File: src/rtl/led_pattern_ctrl_pkg.sv
// Shared encodings and small helpers for the LED pattern controller.
package led_pattern_ctrl_pkg;

  // Display modes, in the order key_mode steps through them.
  typedef enum logic [1:0] {
    MODE_CHASE = 2'd0,
    MODE_BLINK = 2'd1,
    MODE_PING  = 2'd2,
    MODE_COUNT = 2'd3
  } mode_e;

  // Step-rate selects; 2'd3 is never produced.
  typedef enum logic [1:0] {
    SPD_1X = 2'd0,
    SPD_2X = 2'd1,
    SPD_4X = 2'd2
  } speed_e;

  // Ping-pong travel direction (the only pattern-side state besides led).
  typedef enum logic {
    DIR_UP   = 1'b0,
    DIR_DOWN = 1'b1
  } dir_e;

  // Mode sequence: chase -> blink -> ping-pong -> count -> chase.
  function automatic mode_e next_mode(input mode_e m);
    mode_e r;
    case (m)
      MODE_CHASE: r = MODE_BLINK;
      MODE_BLINK: r = MODE_PING;
      MODE_PING:  r = MODE_COUNT;
      default:    r = MODE_CHASE;
    endcase
    return r;
  endfunction

  // Speed sequence: 1x -> 2x -> 4x -> 1x.
  function automatic speed_e next_speed(input speed_e s);
    speed_e r;
    case (s)
      SPD_1X:  r = SPD_2X;
      SPD_2X:  r = SPD_4X;
      default: r = SPD_1X;
    endcase
    return r;
  endfunction

endpackage

File: src/rtl/led_pattern_ctrl_key_debounce.sv
// Push-button conditioner: 2-flop synchroniser, hold counter, one pulse per press.
module key_debounce
  import led_pattern_ctrl_pkg::*;
#(
  parameter int unsigned DEBOUNCE_CNT = 1000000
) (
  input  logic sys_clk,
  input  logic sys_rst,
  input  logic key_in,
  output logic press_pulse
);

  localparam int unsigned CW = $clog2(DEBOUNCE_CNT);
  localparam logic [CW-1:0] CNT_MAX  = CW'(DEBOUNCE_CNT - 1);
  localparam logic [CW-1:0] CNT_FIRE = CW'(DEBOUNCE_CNT - 2);

  logic          key_meta;
  logic          key_sync;
  logic [CW-1:0] cnt_q;
  logic [CW-1:0] cnt_n;
  logic          pulse_n;

  // Synchroniser; resets to the released (high) level.
  always_ff @(posedge sys_clk or posedge sys_rst) begin
    if (sys_rst) begin
      key_meta <= 1'b1;
      key_sync <= 1'b1;
    end else begin
      key_meta <= key_in;
      key_sync <= key_meta;
    end
  end

  // Hold counter clears on release, saturates while held; fire once on the way up.
  always_comb begin
    cnt_n   = cnt_q;
    pulse_n = 1'b0;
    if (key_sync) begin
      cnt_n = '0;
    end else begin
      if (cnt_q != CNT_MAX) begin
        cnt_n = cnt_q + CW'(1);
      end
      pulse_n = (cnt_q == CNT_FIRE);
    end
  end

  // Counter and registered press pulse.
  always_ff @(posedge sys_clk or posedge sys_rst) begin
    if (sys_rst) begin
      cnt_q       <= '0;
      press_pulse <= 1'b0;
    end else begin
      cnt_q       <= cnt_n;
      press_pulse <= pulse_n;
    end
  end

endmodule

File: src/rtl/led_pattern_ctrl.sv
// Key-driven LED pattern generator: chase, blink, ping-pong and binary count.
module led_pattern_ctrl
  import led_pattern_ctrl_pkg::*;
#(
  parameter int unsigned LED_NUM      = 4,
  parameter int unsigned STEP_CNT     = 25000000,
  parameter int unsigned DEBOUNCE_CNT = 1000000
) (
  input  logic               sys_clk,
  input  logic               sys_rst,
  input  logic               key_mode,
  input  logic               key_speed,
  output logic [LED_NUM-1:0] led,
  output logic [1:0]         mode_o,
  output logic [1:0]         speed_o
);

  localparam int unsigned TW = $clog2(STEP_CNT);
  localparam logic [TW-1:0] LAST_1X = TW'(STEP_CNT - 1);
  localparam logic [TW-1:0] LAST_2X = TW'((STEP_CNT >> 1) - 1);
  localparam logic [TW-1:0] LAST_4X = TW'((STEP_CNT >> 2) - 1);
  localparam logic [LED_NUM-1:0] LED_ONE = LED_NUM'(1);

  logic               mode_pulse;
  logic               speed_pulse;
  logic               any_pulse;

  mode_e              mode_q;
  mode_e              mode_n;
  speed_e             speed_q;
  speed_e             speed_n;
  logic [TW-1:0]      step_q;
  logic [TW-1:0]      step_n;
  logic [TW-1:0]      step_last;
  logic               tick;
  logic [LED_NUM-1:0] led_q;
  logic [LED_NUM-1:0] led_n;
  dir_e               dir_q;
  dir_e               dir_n;

  key_debounce #(
    .DEBOUNCE_CNT (DEBOUNCE_CNT)
  ) u_key_mode (
    .sys_clk     (sys_clk),
    .sys_rst     (sys_rst),
    .key_in      (key_mode),
    .press_pulse (mode_pulse)
  );

  key_debounce #(
    .DEBOUNCE_CNT (DEBOUNCE_CNT)
  ) u_key_speed (
    .sys_clk     (sys_clk),
    .sys_rst     (sys_rst),
    .key_in      (key_speed),
    .press_pulse (speed_pulse)
  );

  assign any_pulse = mode_pulse | speed_pulse;

  // Mode and speed selects advance on their press pulses.
  always_comb begin
    mode_n  = mode_q;
    speed_n = speed_q;
    if (mode_pulse) begin
      mode_n = next_mode(mode_q);
    end
    if (speed_pulse) begin
      speed_n = next_speed(speed_q);
    end
  end

  // Step timer: period shrinks with speed; any key pulse restarts it without a tick.
  always_comb begin
    case (speed_q)
      SPD_2X:  step_last = LAST_2X;
      SPD_4X:  step_last = LAST_4X;
      default: step_last = LAST_1X;
    endcase
    tick   = (step_q == step_last) && !any_pulse;
    step_n = step_q + TW'(1);
    if (any_pulse || (step_q == step_last)) begin
      step_n = '0;
    end
  end

  // Pattern next state: a mode load overrides any tick in the same cycle.
  always_comb begin
    led_n = led_q;
    dir_n = dir_q;
    if (mode_pulse) begin
      dir_n = DIR_UP;
      case (mode_n)
        MODE_CHASE: led_n = LED_ONE;
        MODE_PING:  led_n = LED_ONE;
        default:    led_n = '0;
      endcase
    end else if (tick) begin
      case (mode_q)
        MODE_CHASE: begin
          led_n = {led_q[LED_NUM-2:0], led_q[LED_NUM-1]};
        end
        MODE_BLINK: begin
          led_n = ~led_q;
        end
        MODE_PING: begin
          if (dir_q == DIR_UP) begin
            if (led_q[LED_NUM-1]) begin
              led_n = led_q >> 1;
              dir_n = DIR_DOWN;
            end else begin
              led_n = led_q << 1;
            end
          end else begin
            if (led_q[0]) begin
              led_n = led_q << 1;
              dir_n = DIR_UP;
            end else begin
              led_n = led_q >> 1;
            end
          end
        end
        default: begin
          led_n = led_q + LED_ONE;
        end
      endcase
    end
  end

  // State registers.
  always_ff @(posedge sys_clk or posedge sys_rst) begin
    if (sys_rst) begin
      mode_q  <= MODE_CHASE;
      speed_q <= SPD_1X;
      step_q  <= '0;
      led_q   <= LED_ONE;
      dir_q   <= DIR_UP;
    end else begin
      mode_q  <= mode_n;
      speed_q <= speed_n;
      step_q  <= step_n;
      led_q   <= led_n;
      dir_q   <= dir_n;
    end
  end

  assign led     = led_q;
  assign mode_o  = mode_q;
  assign speed_o = speed_q;

endmodule

File: config.mk
export PLATFORM = sky130hd
export DESIGN_NAME = led_pattern_ctrl
export DESIGN_NICKNAME = d
export VERILOG_FILES = /design/src/rtl/led_pattern_ctrl_pkg.sv /design/src/rtl/led_pattern_ctrl_key_debounce.sv /design/src/rtl/led_pattern_ctrl.sv
export SDC_FILE = /design/constraint.sdc
export NUM_CORES = 1
export LEC_CHECK = 0
export ABC_CLOCK_PERIOD_IN_PS = 3200
export CAP_MARGIN = 20
export CORE_MARGIN = 1.5
export CORE_UTILIZATION = 30
export DETAILED_ROUTE_END_ITERATION = 10
export SLEW_MARGIN = 20
export SYNTH_ARGS = -nofsm -noshare
export SYNTH_HDL_FRONTEND = slang
export SYNTH_SLANG_ARGS = --single-unit
File: constraint.sdc
create_clock -name sys_clk -period 3.2 [get_ports sys_clk]
set_input_delay 0.96 -clock sys_clk [delete_from_list [all_inputs] [get_ports sys_clk]]
set_output_delay 0.96 -clock sys_clk [all_outputs]
set_load 0.005 [all_outputs]
==> impl_metrics.toml <==
[status]
status = "finished, final reports clean"

[die]
die_width_um = 122
coreArea_um2 = 13900
die_h_um = 122
row_count = 43
initial_core_util = 0.307
die_area_um2 = 14900
io-pin-count = 12

[timing]
fmax_mhz = 400
setup_viol = 0
hold_viol = 0
min_period_ps = 2500
worst_slew_pin_slew_ps = 605
final_max_slew_viol_count = 0
relSlewSlack = 0.596
post-route-period-util = 0.780
rsz0062_at_grt = "false"
skew_ps = 9.25
setup_tns_ps = 0

[global_route]
grt-ovfl-total = 0
grt_antenna_before_repair = 0
grt_pass1_wl_um = 14700
grt_usage = 0.121
grt_max_degree = 37
grt_pass1_vias = 3188

[final_layout]
layout.cells.non_filler = 638
final_common_cell = "dfrtp_1"
final_cell_mix = "dfrtp_1 (75), nor2_1 (54), nand2_1 (26)"
n_antenna_cell = 0
syn2layout_area_growth_pct = 14.3
drive_gt1_frac = 0.0677
nFillCells = 1424
nets = 471

[routing]
routed_wl_um = 8550
vias = 3283
wire_per_inst_um = 13.4
drt-initial-drc-count = 203
drc = 0
dr.pass1.iters = 4
postRouteAntennaNets = 0
viasPerCell = 5.15

[setup_path]
cp-end-kind = "flop"
cpPeakStageDelay_ps = 620
path_cells = "or4b_1 -> or4_1 -> or2_1 -> and4_4 -> mux2_4"
cp_max_fo = 7
arrival_ps = 2720
cp_num_buf_inv = 0
criticalPathCategory = "flop to flop"
cp-start-kind = "flop"
critPathTopFamily = "simple AND/OR/NAND/NOR gates"
cpMaxStageDelayCell = "or4_1"
worstPathRequired_ps = 3430

[placement]
gp_congestion = 0.828
dp.cells = 622
dp.final_hpwl_um = 5820
io_buffers = 11

[logic_synthesis]
synth_nets = 460
synth_cell_types = 54
synthArstFlopShare = 1.00
yosys_warnings = 0
ys.flop_type = "dfrtp_1"
ys_ff_latch = 80
syn_area_per_cell_um2 = 9.65
synth_seq_area_share = 0.471
synth-edff-count = 0
netlist_area_um2 = 4270
syn_inst = 442

[power_and_ir_drop]
power.density_nw_per_um2 = 432
peakVddDrop_v = 0.000254
total_power_mw = 2.10
p_leak_nw = 1.95

[cts]
cts_tree = "done"
post_cts_resize_count = 0
cts_sinks = 80
cts_buffer_depth = 2
h-tree-depth = 3
path_clk_slew_ps = 60
cts_buffers = 9
post-cts-setup-buffer-count = 0
cts_root_buf = "clkbuf_16"
hold_buffers = 0
worstSkewPairLatency_ps = 340

[job]
max_cap_viol_count = 0

[min_path]
hold_class = "flop to flop"
## where the power goes
part           total, mW  internal [mW]  switching, mW
clock network       1.02          0.607          0.418
registers           1.04           1.02         0.0160
logic             0.0408         0.0145         0.0264
total               2.10           1.64          0.460
## registers in the layout, summed over array words and instances (netlist names), named ones only
signal	cells
mode_o	1
step_q	25
u_key_speed.key_meta	1
dir_q	1
speed_o	2
u_key_mode.press_pulse	1
u_key_mode.cnt_q	20
u_key_speed.press_pulse	1
u_key_mode.key_sync	1
u_key_speed.key_sync	1
led	4
u_key_mode.key_meta	1
u_key_speed.cnt_q	20
## path summary, 6_finish.rpt
kind	end	slack, ps	start	depth (start not counted)
worst max-delay path	u_key_speed.cnt_q[9]	700	u_key_speed.cnt_q[11]	5
worst min-delay path	u_key_speed.key_sync	360	u_key_speed.key_meta	0
worst max register to register	u_key_speed.cnt_q[9]	700	u_key_speed.cnt_q[11]	5
worst min register to register	u_key_speed.key_sync	360	u_key_speed.key_meta	0
max in group asynchronous	led[0]	1550	sys_rst	3
min in group asynchronous	step_q[2]	990	sys_rst	2
## layer usage
| layer | GRT usage | wire length (µm) |
|---|---|---|
| met1 | 0.151 | 4150 |
| met2 | 0.198 | 4020 |
| met3 | 0.0423 | 292 |
| met4 | 0.0349 | 89 |
| met5 | 0 | 0 |
## metrics by stage
step                hold WS (ps)  worst slack, ps  cell area, µm²  utilization
finish                       356              703            4870        0.351
global route                 360              533            4870        0.351
CTS                          356              706            4870        0.351
detailed placement           348              702            4580        0.330
global placement             347              743            4580        0.330
floorplan                    345              197            4270            -
## synthesized netlist by cell type (all sizes together), types with 6 or more instances
cell     n  area share
ha      14       0.041
a21oi   20       0.023
inv     18       0.016
nand2   26       0.023
xor2    19       0.039
clkbuf  12       0.011
xnor2   22       0.045
nor2    54       0.048
nand3   18       0.021
nor3    12       0.015
and3    12       0.018
or3     17       0.025
o21ai   25       0.029
a31oi    7       0.010
and4     7       0.015
dfrtp   75        0.44
nor2b    6      0.0088
nand4   13       0.019
## logic make-up after synthesis
family | after synthesis | share of synthesized area
multiplexers | 4 | 0.0109
AND/OR/NAND/NOR | 192 | 0.245
adder cells (fa/ha/maj) | 14 | 0.0411
buffers and inverters | 32 | 0.0302
AO/OA/AOI/OAI | 79 | 0.118
flip-flops | 80 | 0.471
XOR/XNOR | 41 | 0.0842
## cell type report
cell class / instances / area [µm²] / area share
multi-input cells: 330 / 2130 / 0.437
flip-flops and latches: 80 / 2010 / 0.412
clock buffers: 10 / 229 / 0.0470
well taps: 180 / 225 / 0.0462
repair buffers: 14 / 145 / 0.0298
clock inverters: 6 / 70.1 / 0.0144
inverters: 18 / 68.8 / 0.0141
No activity file was read; power rests on OpenSTA's default activity.
